==> config.mk <==
export PLATFORM = sky130hd
export DESIGN_NAME = router_pkt_fifo
export DESIGN_NICKNAME = d
export VERILOG_FILES = /design/src/rtl/router_pkt_fifo.sv
export SDC_FILE = /design/constraint.sdc
export NUM_CORES = 1
export LEC_CHECK = 0
export ABC_AREA = 1
export BUFFER_PORTS_ARGS = -buffer_cell sky130_fd_sc_hd__buf_2
export CAP_MARGIN = 15
export CORE_MARGIN = 2
export CORE_UTILIZATION = 60
export DETAILED_ROUTE_END_ITERATION = 7
export GPL_TIMING_DRIVEN = 0
export HOLD_SLACK_MARGIN = 0.08
export PLACE_DENSITY_LB_ADDON = 0.25
export SYNTH_ARGS = -nofsm -noshare
export SYNTH_HDL_FRONTEND = slang
export SYNTH_SLANG_ARGS = --single-unit
==> constraint.sdc <==
create_clock -name i_clk -period 6.6 [get_ports i_clk]
set_clock_uncertainty 0.05 [all_clocks]
set_input_delay 1.65 -clock i_clk [delete_from_list [all_inputs] [get_ports i_clk]]
set_output_delay 1.65 -clock i_clk [all_outputs]
set_load 0.02 [all_outputs]
==> src/rtl/router_pkt_fifo.sv <==
// router_pkt_fifo: packet-aware FIFO for one router output channel with fill level, packet-end strobe and sticky errors
module router_pkt_fifo #(
  parameter int DATA_W   = 8,
  parameter int DEPTH    = 16,
  parameter int LEN_MSB  = 7,
  parameter int LEN_LSB  = 2,
  parameter int AF_LEVEL = 14
) (
  input  logic                     i_clk,
  input  logic                     i_rst,
  input  logic                     i_soft_rst,
  input  logic                     i_wr_en,
  input  logic                     i_lfd_state,
  input  logic [DATA_W-1:0]        i_din,
  input  logic                     i_rd_en,
  output logic [DATA_W-1:0]        o_dout,
  output logic                     o_dout_valid,
  output logic                     o_dout_hdr,
  output logic                     o_pkt_end,
  output logic                     o_empty,
  output logic                     o_full,
  output logic                     o_almost_full,
  output logic [$clog2(DEPTH):0]   o_fill_count,
  output logic                     o_ovf_err,
  output logic                     o_udf_err,
  output logic                     o_frm_err
);
  localparam int AW = $clog2(DEPTH);
  localparam int CW = LEN_MSB - LEN_LSB + 2;
  logic [DATA_W:0]   r_mem [DEPTH];
  logic [AW:0]       r_wr_ptr, r_rd_ptr, r_fill;
  logic [CW-1:0]     r_len;
  logic [DATA_W-1:0] r_dout;
  logic              r_valid, r_hdr, r_end, r_ovf, r_udf, r_frm;
  logic [DATA_W:0]   w_word;
  logic              w_flush, w_wr, w_rd;
  assign o_empty       = r_wr_ptr == r_rd_ptr;
  assign o_full        = (r_wr_ptr[AW] != r_rd_ptr[AW]) && (r_wr_ptr[AW-1:0] == r_rd_ptr[AW-1:0]);
  assign o_almost_full = r_fill >= (AW+1)'(AF_LEVEL);
  assign o_fill_count  = r_fill;
  assign o_dout        = r_dout;
  assign o_dout_valid  = r_valid;
  assign o_dout_hdr    = r_hdr;
  assign o_pkt_end     = r_end;
  assign o_ovf_err     = r_ovf;
  assign o_udf_err     = r_udf;
  assign o_frm_err     = r_frm;
  assign w_flush       = i_rst || i_soft_rst;
  assign w_wr          = i_wr_en && !o_full && !w_flush;
  assign w_rd          = i_rd_en && !o_empty && !w_flush;
  assign w_word        = r_mem[r_rd_ptr[AW-1:0]];
  always_ff @(posedge i_clk) begin
    if (w_wr) r_mem[r_wr_ptr[AW-1:0]] <= {i_lfd_state, i_din};
  end
  always_ff @(posedge i_clk) begin
    if (w_flush) begin
      r_wr_ptr <= '0;
      r_rd_ptr <= '0;
      r_fill   <= '0;
      r_len    <= '0;
      r_dout   <= '0;
      r_valid  <= 1'b0;
      r_hdr    <= 1'b0;
      r_end    <= 1'b0;
      r_ovf    <= 1'b0;
      r_udf    <= 1'b0;
      r_frm    <= 1'b0;
    end else begin
      r_wr_ptr <= r_wr_ptr + (AW+1)'(w_wr);
      r_rd_ptr <= r_rd_ptr + (AW+1)'(w_rd);
      r_fill   <= r_fill + (AW+1)'(w_wr) - (AW+1)'(w_rd);
      r_valid  <= w_rd;
      r_end    <= w_rd && !w_word[DATA_W] && r_len == CW'(1);
      if (i_wr_en && o_full) r_ovf <= 1'b1;
      if (i_rd_en && o_empty) r_udf <= 1'b1;
      if (w_rd) begin
        {r_hdr, r_dout} <= w_word;
        // a header reloads payload length plus one for the trailing parity byte
        if (w_word[DATA_W]) begin
          r_len <= CW'(w_word[LEN_MSB:LEN_LSB]) + CW'(1);
          if (r_len != '0) r_frm <= 1'b1;
        end else if (r_len != '0) begin
          r_len <= r_len - CW'(1);
        end
      end
    end
  end
endmodule

== Yosys cells after proc, flatten, opt, wreduce, memory -nomap -nowiden ==
Memories as Yosys holds them, arrays and structs flattened. A register that Yosys moved wholly into a read port is not among the register bits.
Cells that the tools add are included.

* Bits in writable memories: 144
* Register bits: 36
* Input port bits: 14
* Word-level logic and storage cells: 46
* Output and inout port bits: 22
* Memories kept: 1

{| class="wikitable"
|+ Memory list
! name !! depth !! width !! rd ports !! clocked after Yosys merged registers in !! write ports !! line !! text
|-
| r_mem || 16 || 9 || 1 || 1 || 1 || 30 || <nowiki>logic [DATA_W:0] r_mem [DEPTH];</nowiki>
|}

* Mux-type cells: 5
* Reductions and logical operators: 18
* $add $sub $neg: 6
* $lt $le $gt $ge: 1
* Eq/ne operators: 4

{| class="wikitable"
|+ Operator list
! cell !! count
|-
| $add A5 B1 Y5 || 3
|-
| $mux W7 || 2
|-
| $logic_and A1 B1 Y1 || 9
|-
| $add A6 B1 Y7 const B || 1
|-
| $eq A7 B1 Y1 const B || 1
|-
| $reduce_bool A7 Y1 || 1
|-
| $sub A7 B1 Y7 const B || 1
|-
| $eq A5 B5 Y1 || 1
|-
| $ge A5 B4 Y1 const B || 1
|-
| $sub A5 B1 Y5 || 1
|-
| $eq A4 B4 Y1 || 1
|-
| $logic_not A1 Y1 || 4
|-
| $mux W4 || 1
|-
| $reduce_and A3 Y1 || 1
|-
| $mux W1 || 2
|-
| $reduce_and A2 Y1 || 1
|-
| $reduce_bool A2 Y1 || 1
|-
| $logic_or A1 B1 Y1 || 1
|-
| $ne A1 B1 Y1 || 1
|}

== Depth between registers and ports, before layout ==
Gate-level depths: netlist (run 1).

* Word-level depth: 7
* Gate-level depth with buffers: 16
* Gate-level depth less buffers: 15

== Worst setup path after synthesis (run 1) ==
OpenSTA, ideal clock, no wires.

* Path type: input port to flip-flop
* Start: in i_soft_rst
* End: reg r_fill[4] (netlist: o_fill_count[4])
* Setup slack: 2.907 ns
* Path buffers: 0
* Stages on the path: 12
* Library setup time: 0.125 ns
* Arrival: 3.518 ns
* Path through: nor2_1 -> inv_1 -> nor2_4 -> ha_1 -> inv_1 -> ha_1 -> inv_1 -> fa_1 -> nor3_1 -> a211oi_1 -> o21ai_0 -> a21oi_1

* Elaborated cells between the ends (all ways): 6
* Those cells by class: 2 x add/sub; 4 x reduce/logical

{| class="wikitable"
|+ RTL lines
! element !! line !! text
|-
| from (decl) || 11 || <nowiki>input logic i_soft_rst,</nowiki>
|-
| $logic_or A1 B1 Y1 || 48 || <nowiki>assign w_flush = i_rst || i_soft_rst;</nowiki>
|-
| $logic_not A1 Y1 || 50 || <nowiki>assign w_rd = i_rd_en && !o_empty && !w_flush;</nowiki>
|-
| $logic_and A1 B1 Y1 || 50 ||
|-
| net w_rd || 36 || <nowiki>logic w_flush, w_wr, w_rd;</nowiki>
|-
| $sub A5 B1 Y5 || 71 || <nowiki>r_fill <= r_fill + (AW+1)'(w_wr) - (AW+1)'(w_rd);</nowiki>
|-
| to (signal assigned) || 71 ||
|-
| to (decl) || 31 || <nowiki>logic [AW:0] r_wr_ptr, r_rd_ptr, r_fill;</nowiki>
|}

The timed path passes the listed nets, and every way through them passes these cells.
A chain may end at the register's enable or synchronous reset.

== Worst setup path after layout (run 1) ==
Same ends and word-level chain as after synthesis.

==> out/metrics.yaml, run 1 <==
status: "completed"
grt_pass1_wl_um: 29200
muxShareOfSynthArea_pct: 0
p_per_area_nw_per_um2: 258
synth_enable_flop_cells: 144
routed_wl_um: 18500
rows: 41
final_max_slew_viol_count: 0
chipWidth_um: 119
yosys_register_bits: 180
root_buffer: "clkbuf_16"
fin_tns_setup_ns: 0
antenna_left: 0
met2RoutedLength_um: 9190
synthTopCellsByCount: "202 x nand2_1, 144 x edfxtp_1, 91 x inv_1, 81 x nor2_1, 67 x nand3_1"
ys_types: 35
ys_top_cells_by_area: "edfxtp_1 55%, nand2_1 9.6%, dfxtp_1 9.2%"
syn_inst: 784
ys_seq_area_share_pct: 64.1
clk_latency_ns: 0.44
rsz0062_at_grt: "false"
port_buffers: 35
cts_made_buffers: 17
yosysTopAreaCellShare_pct: 54.9
cp.required_ns: 6.86
max-vdd-ir-drop_v: 0.000310
cp_data_arrival_time_ns: 4.17
synth_xor_area_share_pct: 1.33
grt_overflow: 0
critical_path_class: "in -> reg"
instances_no_fill: 1024
synth_fa_ha_area_share_pct: 2.64
syn_nets: 814
power_w: 0.00229
area_growth_syn_to_layout_pct: 12.6
routed_via_density: 5.60
fin_crit_ns: 3.92
cts-resized-gates: 0
dr.pass1.iters: 5
grtUsageTotal_pct: 27.6
vias: 5739
routabilityCongestion: 0.877
slowest_delay_ns: 0.40
finalHoldViolCount: 0
synth_top_family_by_area: "simple AND/OR/NAND/NOR gates"
hpwl_um: 11900
final-setup-viol-count: 0
start_util_pct: 61.9
antenna_cells: 0
cts_max_level: 4
top_layer_used: "met4"
crit_chain: "buf_2 -> nor2_1 -> inv_1 -> nor2_4 -> ha_1 -> inv_1 -> ha_1 -> inv_1 -> fa_1 -> nor3_1 -> a211oi_1 -> o21ai_0 -> a21oi_1"
setup_slack_ns: 2.68
wl_met3_um: 1410
yosys_warnings: 0
drtIter0Drc: 657
cts_max_path_buffers: 2
synth_compound_area_share_pct: 6.02
p_leak_nw: 3.67
wirelength_met1_um: 7350
cts_setup_buffers: 0
cts_sinks: 180
routedWlPerCell_um: 18.1
ios: 36
endpoint_kind: "flop"
die-area_um2: 14100
grt_max_degree: 18
synth_flop_cell: "edfxtp_1"
netlist_area_um2: 7880
async_flop_share_pct: 0
cp_common_cell: "inv_1"
path_max_fanout: 11
drc: 0
dp_cells: 991
fp.dieH_um: 119
setup.worst_path.start_class: "input port"
max-cap-violations: 0
final_area_um2: 8870
placed_cell_area_um2: 8270
yosys.area.top_type: "edfxtp_1"
grt_antenna_before_repair: 0
holdBufCountCts: 0
worst_slew_pin_slew_ns: 1.18
final_layout_size_suffix_gt1_share_pct: 12.1
hp-class: "reg -> reg"
slew_headroom_pct: 20.9
fin_crit_sh_pct: 59.4
grt_pass1_vias: 5785
tritoncts: "yes"
clkTransAtPathRegs_ns: 0.07
postSynthAreaPerCell_um2: 10.0
synth-simple-area-share_pct: 19.0
crit_path_top_delay_cell: "fa_1"
pre_cts_ws_ns: 2.25
yosysMostFrequentCell: "nand2_1"
fmax_ghz: 0.255
core-area_um2: 12700
finalNetCount: 869
==> metrics by stage <==
stage | util, % | hold slack, ns
finish | 69.7 | 0.416
global route | 69.7 | 0.439
CTS | 69.6 | 0.419
detailed placement | 65.0 | 0.400
global placement | 65.0 | 0.391
floorplan | - | 0.402
==> state kept, by name, indices dropped and copies added (netlist names) <==
register and flops:
o_dout 8, o_dout_hdr 1, o_dout_valid 1, o_fill_count 5, o_frm_err 1, o_ovf_err 1, o_pkt_end 1, o_udf_err 1
r_len 7, r_mem 144, r_rd_ptr 5, r_wr_ptr 5
==> routing by layer <==
metal / up-vias / GRT usage [%]
li1: 2709 / -
met1: 2691 / 34.2
met2: 283 / 45.8
met3: 56 / 5.50
met4: 0 / 14.7
met5: - / 0
==> where the power goes <==
part           switching [W]   total, W  internal [W]
Clock               0.000450    0.00102      0.000567
Combinational      0.0000343  0.0000449     0.0000106
Sequential        0.00000137    0.00123       0.00123
==> cell type report <==
type | instances | area (µm²)
Sequential cell | 180 | 5040
Fill cell | 962 | 3850
Multi-Input combinational cell | 479 | 2290
Clock buffer | 17 | 425
Inverter | 95 | 357
Tap cell | 172 | 215
Buffer | 30 | 188
Timing Repair Buffer | 36 | 186
Clock inverter | 15 | 168
==> logic make-up after synthesis <==
| group | count (synthesis) |
|---|---|
| adder cells (fa/ha/maj) | 16 |
| AO/OA/AOI/OAI | 87 |
| XOR/XNOR | 12 |
| AND/OR/NAND/NOR | 364 |
| buffers and inverters | 125 |
| flip-flops | 180 |
==> layout by cell type, fill, tap and decap left out, drive strengths merged, types with 15 or more instances in the layout <==
cell type / n
clkbuf: 24
buf: 59
a21oi: 20
o21ai: 50
nor2: 83
edfxtp: 144
inv: 101
nand2: 209
ha: 15
dfxtp: 36
nand3: 68
==> final timing paths <==
| kind | from | slack (ns) | endpoint | depth (start not counted) |
|---|---|---|---|---|
| worst max-delay path | i_soft_rst | 2.68 | o_fill_count[4] | 13 |
| worst min-delay path | o_dout_hdr | 0.42 | o_dout_hdr | 2 |
| worst max register to register | r_wr_ptr[2] | 3.67 | o_fill_count[4] | 15 |
| worst min register to register | o_dout_hdr | 0.42 | o_dout_hdr | 2 |
==> worst max-delay path, delay by kind of cell <==
| kind | cells | cell delay [ns] |
|---|---|---|
| compound gates | 3 | 0.32 |
| buf+inv | 4 | 0.45 |
| fa+ha+maj | 3 | 0.86 |
| simple gates | 3 | 0.89 |
(Power assumes the default switching activity.)
==> run 2: changes to the inputs <==
--- a/config.mk
+++ b/config.mk
@@ -5,7 +5,7 @@
 export SDC_FILE = /design/constraint.sdc
 export NUM_CORES = 1
 export LEC_CHECK = 0
-export ABC_AREA = 1
+export ABC_AREA = 0
 export BUFFER_PORTS_ARGS = -buffer_cell sky130_fd_sc_hd__buf_2
 export CAP_MARGIN = 15
 export CORE_MARGIN = 2
==> constraint.sdc (replaced) <==
create_clock -name i_clk -period 3.7 [get_ports i_clk]
set_clock_uncertainty 0.05 [all_clocks]
set_input_delay 0.925 -clock i_clk [delete_from_list [all_inputs] [get_ports i_clk]]
set_output_delay 0.925 -clock i_clk [all_outputs]
set_load 0.02 [all_outputs]
==> run 2 against run 1 <==
First-iteration DRC count fell by 28%. Critical path depth is 3 higher. Wire length is 22% lower. Sequential power is 78% higher. Critical endpoint unchanged. Largest cell class unchanged. Largest power group unchanged. Highest routed layer unchanged.
==> out/metrics.yaml, run 2 <==
fmax_ghz: 0.301
final-setup-viol-count: 0  # unchanged
placed_cell_area_um2: 7700  # -6.9%
cts_max_level: 4  # unchanged
synthTopCellsByCount: "144 x edfxtp_1, 36 x dfxtp_1, 34 x mux4_2, 32 x nor2_1, 20 x nand2_1"
cts_made_buffers: 17  # unchanged
yosysTopAreaCellShare_pct: 59.4  # +4.5 points
slowest_delay_ns: 0.36  # -0.04 ns
seqCellArea_um2: 5040  # unchanged
path_max_fanout: 11  # unchanged
grt_overflow: 0  # unchanged
drc: 0  # unchanged
final.fill_count: 775  # -19%
start_util_pct: 61.2  # -0.74 points
p_clk_share_pct: 43.8  # -0.6 points
crit_path_top_delay_cell: "dfxtp_1"
worst_slew_pin_slew_ns: 1.16  # -0.0178 ns
yosys_register_bits: 180  # unchanged
rsz0062_at_grt: "false"
cts-resized-gates: 0  # unchanged
syn_nets: 455  # -44%
multi_input_area_um2: 2130  # -7.1%
cts_max_path_buffers: 2  # unchanged
grt_max_degree: 17  # -1
port_buffers: 35  # unchanged
hp-class: "reg -> reg"
ys_top_cells_by_area: "edfxtp_1 59%, mux4_2 11%, dfxtp_1 9.9%"
async_flop_share_pct: 0  # unchanged
cp_data_arrival_time_ns: 3.57  # -0.60 ns
dr.pass1.iters: 5  # unchanged
grt_busiest_layer: "met2"
routabilityCongestion: 0.817  # -6.9%
yosys_warnings: 0  # unchanged
grt_antenna_before_repair: 0  # unchanged
yosys.area.top_type: "edfxtp_1"
max-vdd-ir-drop_v: 0.000420  # +36%
finalHoldViolCount: 0  # unchanged
layout_commonest_cell: "edfxtp_1"
grt_pass1_vias: 3865  # -33%
clkTransAtPathRegs_ns: 0.06  # about the same
cts_setup_buffers: 0  # unchanged
ys_seq_area_share_pct: 69.2  # +5.2 points
fp.dieH_um: 114  # -3.7%
area_growth_syn_to_layout_pct: 13.9
yosysMostFrequentCell: "edfxtp_1"
switching_share_pct: 20.1  # -1.1 points
met1_usage_pct: 31.6  # -2.6 points
netlist_area_um2: 7290  # -7.5%
holdWs_ns: 0.393  # -0.0231 ns
antenna_left: 0  # unchanged
ys_types: 47  # +34%
p_per_area_nw_per_um2: 485  # +88%
syn_inst: 425  # -46%
die-area_um2: 13000  # -7.3%
cp.required_ns: 3.95  # -2.91 ns
finalNetCount: 512  # -41%
tritoncts: "yes"
cts_sinks: 180  # unchanged
critical_path_class: "reg -> reg"
comb_power_share_pct: 1.8  # -0.2 points
ios: 36  # unchanged
grtUsageMet3_pct: 5.98  # +0.48 points
r2r_setup_slack_ns: 0.38  # -3.29 ns
synth_enable_flop_cells: 144  # unchanged
worstReg2RegEnd: "o_fill_count[4]"
postSynthAreaPerCell_um2: 17.1  # +71%
vias: 3969  # -31%
cp_common_cell: "inv_1"
synth_flop_cell: "edfxtp_1"
status: "completed"
final_area_um2: 8300  # -6.5%
worstHoldStart: "o_dout_hdr"
clk_latency_ns: 0.43  # about the same
p_int_w: 0.00321  # +78%
setup.worst_path.start_class: "flop"
final_max_slew_viol_count: 0  # unchanged
routedWlPerCell_um: 22.6  # +25%
root_buffer: "clkbuf_16"
max-cap-violations: 0  # unchanged
routed_via_density: 6.19  # +10%
switchingPower_w: 0.000810  # +67%
crit_chain: "buf_6 -> buf_4 -> xnor2_1 -> and4_1 -> a21oi_4 -> buf_2 -> ha_1 -> inv_1 -> ha_1 -> inv_1 -> fa_1 -> inv_1 -> a21o_1 -> a21oi_1 -> xor2_1 -> nor2_1"
core-area_um2: 11900  # -6.4%
slew_headroom_pct: 22.1  # +1.2 points
crit_family: "buffers and inverters"
fin_crit_sh_pct: 89.7
hpwl_um: 9190  # -22%
grtUsageTotal_pct: 24.1  # -3.5 points
reg2regPathDepth: 16  # +1
fin_crit_ns: 3.32
crit_buf_inv: 6  # +2
whs_path_depth: 2  # unchanged
drtIter0Drc: 475  # -28%
p_leak_nw: 2.85  # -22%
antenna_cells: 0  # unchanged
endpoint_kind: "flop"
holdBufCountCts: 0  # unchanged
rows: 40  # -2.4%
whs_endpoint: "o_dout_hdr"
final_layout_size_suffix_gt1_share_pct: 25.3  # +13 points
grt_use_met2_pct: 39.5  # -6.3 points
routed_wl_um: 14500  # -22%
r2r_start: "r_rd_ptr[0]"
pwr-share-seq_pct: 54.4  # +0.8 points
largest_register_ffs: 144  # unchanged
layout_common_cells: "144 x edfxtp_1, 40 x buf_2, 36 x dfxtp_1"
grt_pass1_wl_um: 22100  # -24%
chipWidth_um: 114  # -3.7%
[run 2: logic make-up after synthesis]
kind of cell / synth area share (%)
DFF: 69.2
muxes: 12.9
xor gates and xnor gates: 2.16
buffers and inverters: 1.99
and+or+nand+nor: 6.17
AOI/OAI and AO/OA: 4.64
adders and majority gates: 2.85
[run 2: worst reg2reg max path: stages (launching register included)]
cell	delay [ns]
dfxtp_1	0.36
buf_6	0.18
buf_4	0.27
xnor2_1	0.10
and4_1	0.22
a21oi_4	0.29
buf_2	0.33
ha_1	0.28
inv_1	0.06
ha_1	0.17
inv_1	0.06
fa_1	0.36
inv_1	0.09
a21o_1	0.12
a21oi_1	0.07
xor2_1	0.14
nor2_1	0.06
[run 2: worst max path at each step]
stage	start	to	slack, ns	cells past startpoint
after floorplan	i_soft_rst	o_fill_count[4]	0.49	14
after global placement	i_soft_rst	r_mem[0][4]	-0.20	5
after detailed placement	i_soft_rst	o_fill_count[4]	-0.29	15
after CTS	r_rd_ptr[2]	o_fill_count[4]	0.12	15
after global routing	r_rd_ptr[0]	o_fill_count[4]	0.12	16
final	r_rd_ptr[0]	o_fill_count[4]	0.38	16
[run 2: final cells by class]
class	instances	share of cell area (%)
inverter	14	0.633
clock inverter	12	1.76
timing repair buffer	39	2.65
multi-input combinational	215	25.6
buffer	15	1.09
clock buffer	19	5.22
tap	147	2.22
sequential	180	60.8
[run 2: power by group through the flow]
stage / logic (W) / clock network, W / registers (W)
final: 0.0000729 / 0.00176 / 0.00219
after global routing: 0.0000803 / 0.00187 / 0.00219
after CTS: 0.0000720 / 0.00179 / 0.00219
after detailed placement: 0.0000714 / 0 / 0.00223
after global placement: 0.0000657 / 0 / 0.00223
after floorplan: 0.0000290 / 0 / 0.00224
[run 2: metrics by stage]
step	utilization, %	cells	total power, W	TNS (ns)	setup WS (ns)
3_5_place_dp	64.6	610	0.00230	-0.433	-0.290
4_1_cts	69.5	641	0.00405	0	0.124
5_1_grt	69.7	641	0.00414	0	0.115
6_report	69.7	641	0.00402	0	0.383
2_1_floorplan	-	425	0.00226	0	0.486
3_3_place_gp	64.2	607	0.00230	-5.09	-0.204
[run 2: routing by layer]
metal,share of wire [%],wire [µm],vias to the layer above
met5,0,0,-
met4,2.4,347,0
met3,7.7,1120,26
met2,50,7240,163
met1,40,5780,2000
li1,-,-,1780
